===== config.mk =====
export PLATFORM = sky130hd
export DESIGN_NAME = instr_fetch
export DESIGN_NICKNAME = d
export VERILOG_FILES = /design/src/rtl/instr_fetch.sv
export SDC_FILE = /design/constraint.sdc
export NUM_CORES = 1
export LEC_CHECK = 0
export ABC_AREA = 1
export ABC_CLOCK_PERIOD_IN_PS = 1500
export CAP_MARGIN = 20
export CORE_MARGIN = 2
export CORE_UTILIZATION = 47
export CTS_BUF_LIST = sky130_fd_sc_hd__clkbuf_4
export DETAILED_ROUTE_END_ITERATION = 10
export MAX_ROUTING_LAYER = met4
export PLACE_DENSITY_LB_ADDON = 0.1
export RECOVER_POWER = 25
export SETUP_SLACK_MARGIN = 0.1
export SYNTH_ARGS = -nofsm -noshare
export SYNTH_HDL_FRONTEND = slang
export SYNTH_SLANG_ARGS = --single-unit

===== constraint.sdc =====
create_clock -name clk -period 1.5 [get_ports clk]
set_clock_uncertainty 0.1 [all_clocks]
set_input_delay 0.15 -clock clk [delete_from_list [all_inputs] [get_ports clk]]
set_output_delay 0.15 -clock clk [all_outputs]
set_load 0.1 [all_outputs]

===== src/rtl/instr_fetch.sv =====
// Instruction fetch sequencer: FETCH -> ISSUE -> EXEC per instruction, HALT on HLT.
// Define IF_ACK_TIMEOUT_EN to enable the mem_ack read timeout (bus_err).
module instr_fetch #(
  parameter int PC_W    = 5,
  parameter int ACK_TMO = 15
) (
  input  logic            clk,
  input  logic            rst,
  output logic            mem_rd,
  output logic [PC_W-1:0] mem_addr,
  input  logic [7:0]      mem_rdata,
  input  logic            mem_ack,
  input  logic            zero,
  output logic [7:0]      ir_data,
  output logic            ir_valid,
  output logic [PC_W-1:0] pc,
  output logic            halted,
  output logic            bus_err
);

  typedef enum logic [1:0] {S_FETCH, S_ISSUE, S_EXEC, S_HALT} state_t;

  state_t          state_q, state_d;
  logic [PC_W-1:0] pc_q, pc_d, pc_nxt, jmp_tgt;
  logic [PC_W-1:0] mem_addr_q, mem_addr_d;
  logic            mem_rd_q, mem_rd_d;
  logic [7:0]      ir_data_q, ir_data_d;
  logic            ir_valid_q, ir_valid_d;
  logic            halted_q, halted_d;
  logic [2:0]      cnt_q, cnt_d;
  logic [2:0]      opcode;
  logic            tmo;

  assign opcode  = ir_data_q[7:5];
  assign jmp_tgt = PC_W'(ir_data_q[4:0]);

  // Only an ack against a request actually on the bus counts as a capture.
  logic ack_take;
  assign ack_take = (state_q == S_FETCH) && mem_rd_q && mem_ack;

`ifdef IF_ACK_TIMEOUT_EN
  localparam int WC_W = $clog2(ACK_TMO + 1);
  logic [WC_W-1:0] wcnt_q, wcnt_d;
  logic            bus_err_q, bus_err_d;

  assign tmo = (state_q == S_FETCH) && mem_rd_q && !mem_ack &&
               (wcnt_q == WC_W'(ACK_TMO - 1));

  always_comb begin
    wcnt_d    = wcnt_q;
    bus_err_d = bus_err_q | tmo;
    if (state_d == S_FETCH && state_q != S_FETCH)
      wcnt_d = '0;
    else if (state_q == S_FETCH && mem_rd_q && !mem_ack)
      wcnt_d = wcnt_q + WC_W'(1);
  end

  always_ff @(posedge clk or posedge rst) begin
    if (rst) begin
      wcnt_q    <= '0;
      bus_err_q <= 1'b0;
    end else begin
      wcnt_q    <= wcnt_d;
      bus_err_q <= bus_err_d;
    end
  end

  assign bus_err = bus_err_q;
`else
  assign tmo     = 1'b0;
  assign bus_err = 1'b0;
`endif

  // Zero is looked at only here, which is consulted only on the last EXEC cycle.
  always_comb begin
    if (opcode == 3'b111)
      pc_nxt = jmp_tgt;
    else if (opcode == 3'b001 && zero)
      pc_nxt = pc_q + PC_W'(2);
    else
      pc_nxt = pc_q + PC_W'(1);
  end

  always_comb begin
    state_d    = state_q;
    pc_d       = pc_q;
    mem_addr_d = mem_addr_q;
    mem_rd_d   = mem_rd_q;
    ir_data_d  = ir_data_q;
    ir_valid_d = 1'b0;
    halted_d   = halted_q;
    cnt_d      = cnt_q;
    unique case (state_q)
      S_FETCH: begin
        mem_rd_d   = 1'b1;
        mem_addr_d = pc_q;
        if (ack_take) begin
          ir_data_d  = mem_rdata;
          mem_rd_d   = 1'b0;
          ir_valid_d = 1'b1;
          state_d    = S_ISSUE;
        end else if (tmo) begin
          mem_rd_d = 1'b0;
          halted_d = 1'b1;
          state_d  = S_HALT;
        end
      end
      S_ISSUE: begin
        unique case (opcode)
          3'b010, 3'b011, 3'b100, 3'b101: cnt_d = 3'd5;
          3'b110:                         cnt_d = 3'd4;
          default:                        cnt_d = 3'd3;
        endcase
        state_d = S_EXEC;
      end
      S_EXEC: begin
        cnt_d = cnt_q - 3'd1;
        if (cnt_q == 3'd1) begin
          if (opcode == 3'b000) begin
            halted_d = 1'b1;
            state_d  = S_HALT;
          end else begin
            // Request goes out on the same edge the PC moves.
            pc_d       = pc_nxt;
            mem_addr_d = pc_nxt;
            mem_rd_d   = 1'b1;
            state_d    = S_FETCH;
          end
        end
      end
      S_HALT: begin
        mem_rd_d = 1'b0;
      end
      default: state_d = S_HALT;
    endcase
  end

  always_ff @(posedge clk or posedge rst) begin
    if (rst) begin
      state_q    <= S_FETCH;
      pc_q       <= '0;
      mem_addr_q <= '0;
      mem_rd_q   <= 1'b0;
      ir_data_q  <= 8'h00;
      ir_valid_q <= 1'b0;
      halted_q   <= 1'b0;
      cnt_q      <= 3'd0;
    end else begin
      state_q    <= state_d;
      pc_q       <= pc_d;
      mem_addr_q <= mem_addr_d;
      mem_rd_q   <= mem_rd_d;
      ir_data_q  <= ir_data_d;
      ir_valid_q <= ir_valid_d;
      halted_q   <= halted_d;
      cnt_q      <= cnt_d;
    end
  end

  assign mem_rd   = mem_rd_q;
  assign mem_addr = mem_addr_q;
  assign ir_data  = ir_data_q;
  assign ir_valid = ir_valid_q;
  assign pc       = pc_q;
  assign halted   = halted_q;

endmodule


==> impl_metrics.json <==
{
  "cts.clk_slew.worst_paths_ns": 0.15,
  "ys.flop_type": "dfrtp_1",
  "yosysTopAreaCell": "dfrtp_1",
  "htree_levels": 1,
  "critPathArrivalTime_ns": 1.68,
  "ys_warn_count": 0,
  "rr_endpoint": "mem_rd",
  "violations": "negative setup slack",
  "critPathLaunchType": "flop",
  "max_freq_ghz": 0.649,
  "synth_edf_count": 0,
  "reg2regPathDepth": 7,
  "required_ns": 1.64,
  "synth_cell_type_count": 26,
  "drc_errors": 0,
  "die_w_um": 60.6,
  "grt_first_pass_wirelength_um": 7090,
  "cts_inserted_buffers": 3,
  "tritoncts": "yes",
  "crit_path_max_incr_delay_ns": 0.46,
  "syn_nets": 214,
  "min_from": "mem_rdata[1]",
  "cts_sinks": 26,
  "rsz0062_at_grt": "true",
  "routed_wl_um": 4680,
  "finalCriticalPeriod_ns": 1.54,
  "worst_pin_slew_ns": 0.664,
  "cts_hold_buf": 0,
  "clk_path_buf_depth": 2,
  "rr_startpoint": "state_q[1]",
  "netlist_instances": 193,
  "n_antenna_cell": 0,
  "viasPerCell": 5.38,
  "gp_congestion": 0.890,
  "grt_pass1_vias": 1521,
  "slew_headroom_pct": 55.7,
  "die_area_um2": 3670,
  "cp-end-kind": "flop",
  "syn2layout_area_growth_pct": 70.7,
  "finalHoldViolations": 0,
  "min_path_type": "in -> reg",
  "max_cap_violations": 0,
  "hpwl_um": 2870,
  "syn_area_um2": 1510,
  "worstHoldPathCells": 3,
  "drtIter0Drc": 168,
  "dp_cells": 276,
  "worstSetupPathType": "reg -> reg",
  "report.final.slew_viol_count": 0,
  "critPathSlowestCell": "dfrtp_1",
  "dr.pass1.iters": 7,
  "synth_area_per_cell_um2": 7.80,
  "setup_viol": 3,
  "setup_slack_ns": -0.0400,
  "placementRows": 20,
  "insertion_delay_ns": 0.33,
  "final_layout_size_suffix_gt1_share_pct": 45.0,
  "min_delay_worst_endpoint": "ir_data[1]",
  "status": "finished with violations",
  "synthTopCellsByArea": "dfrtp_1, nand2_1, ha_1",
  "fin_cells": 295,
  "ys_ff_latch": 26,
  "die_h_um": 60.6,
  "synth_largest_type_area_fraction_pct": 43.2,
  "async_reset_ff_share_pct": 100,
  "finalNetCount": 273,
  "placed_area_um2": 2230,
  "drtAntennaViolNets": 0,
  "wl_per_cell_um": 15.9,
  "antenna_found_initial": 0,
  "finalCritPeriodShare_pct": 103,
  "cts_root_buf": "clkbuf_4",
  "grt-ovfl-total": 0,
  "yosysSeqAreaShare_pct": 43.2,
  "io_buffer_count": 32,
  "core_area_um2": 3050,
  "yosys.cell_count.top_type": "nand2_1",
  "final_area_um2": 2570,
  "vias": 1586,
  "start_util_pct": 49.3,
  "gr-usage-all-layers_pct": 27.0,
  "crit_chain": "inv_2, ha_4, inv_6, nor2_4, inv_4, a21oi_2, a31oi_1",
  "reg2reg_slack_ns": -0.04,
  "grt_max_degree": 27,
  "cp_max_fo": 6,
  "pin_count": 34,
  "synthTopCellsByCount": "nand2_1, dfrtp_1, inv_1, o21ai_0"
}
[worst max path at each step]
stage | startpoint | cells after the start | slack (ns) | end
2_1_floorplan | pc[1] | 8 | -0.05 | mem_addr[2]
3_3_place_gp | zero | 9 | -0.02 | mem_addr[2]
3_5_place_dp | state_q[1] | 8 | -0.08 | mem_addr[1]
4_1_cts | pc[1] | 2 | 0.03 | pc[1]
5_1_grt | state_q[1] | 6 | -0.13 | state_q[1]
6_report | state_q[1] | 7 | -0.04 | mem_rd
[critical path, delay by kind of cell (launching register included)]
family,cells,cell delay [ns]
compound gates,2,0.23
fa+ha+maj,1,0.15
buf+inv,3,0.26
flops,1,0.46
simple gates,1,0.23
[repair_timing]
item,in CTS,in global routing
pin swaps,14,19
endpoints found under the setup margin,26,28
gates resized for setup,40,34
setup buffers,8,5
gates cloned,2,0
[layout by cell type, fill, tap and decap left out, drive strengths merged, types with 8 or more instances in the layout]
cell type	Yosys	layout
a21oi	8	8
buf	5	46
clkdlybuf4s50	0	10
dfrtp	26	26
ha	9	9
inv	21	21
nand2	66	66
nand3	12	12
nor2	14	15
o21ai	20	20
[flip-flops by register name, indices dropped and copies added, names as in the netlist]
register  flops
pc            5
ir_data       8
state_q       2
cnt_q         3
ir_valid      1
halted        1
mem_addr      5
mem_rd        1
[cell type report]
cell class | instances | area, µm²
Clock buffer | 4 | 30.0
Fill cell | 167 | 484
Timing Repair Buffer | 58 | 746
Sequential cell | 26 | 682
Tap cell | 44 | 55.1
Inverter | 21 | 101
Multi-Input combinational cell | 142 | 955
[cell families (layout without fill, tap and decap cells)]
logic type | count (synthesis) | in the layout | share of synthesized area, %
xor gates and xnor gates | 3 | 3 | 1.75
and+or+nand+nor | 96 | 97 | 28.6
other | 1 | 1 | 0.249
adders and majority gates | 9 | 9 | 7.48
buffers and inverters | 26 | 83 | 7.40
DFF | 26 | 26 | 43.2
AOI/OAI and AO/OA | 32 | 32 | 11.3
[through the flow]
step / util [%] / setup TNS (ns) / hold WS [ns] / worst slack [ns]
floorplan: - / -0.295 / 0.0901 / -0.0514
global placement: 73.0 / -0.0259 / 0.426 / -0.0164
detailed placement: 73.0 / -0.669 / 0.428 / -0.0766
CTS: 79.6 / 0 / 0.0713 / 0.0306
global route: 84.1 / -0.732 / 0.271 / -0.134
finish: 84.1 / -0.0793 / 0.275 / -0.0400
[per-layer routing]
| layer | global-route usage (%) | share of wire [%] |
|---|---|---|
| met1 | 33.9 | 41 |
| met2 | 43.3 | 50 |
| met3 | 5.12 | 6.2 |
| met4 | 9.94 | 2.9 |
| met5 | - | 0 |
Power is not shown: default switching activity piles up to over one toggle a cycle in this logic, so the estimate is an artifact.
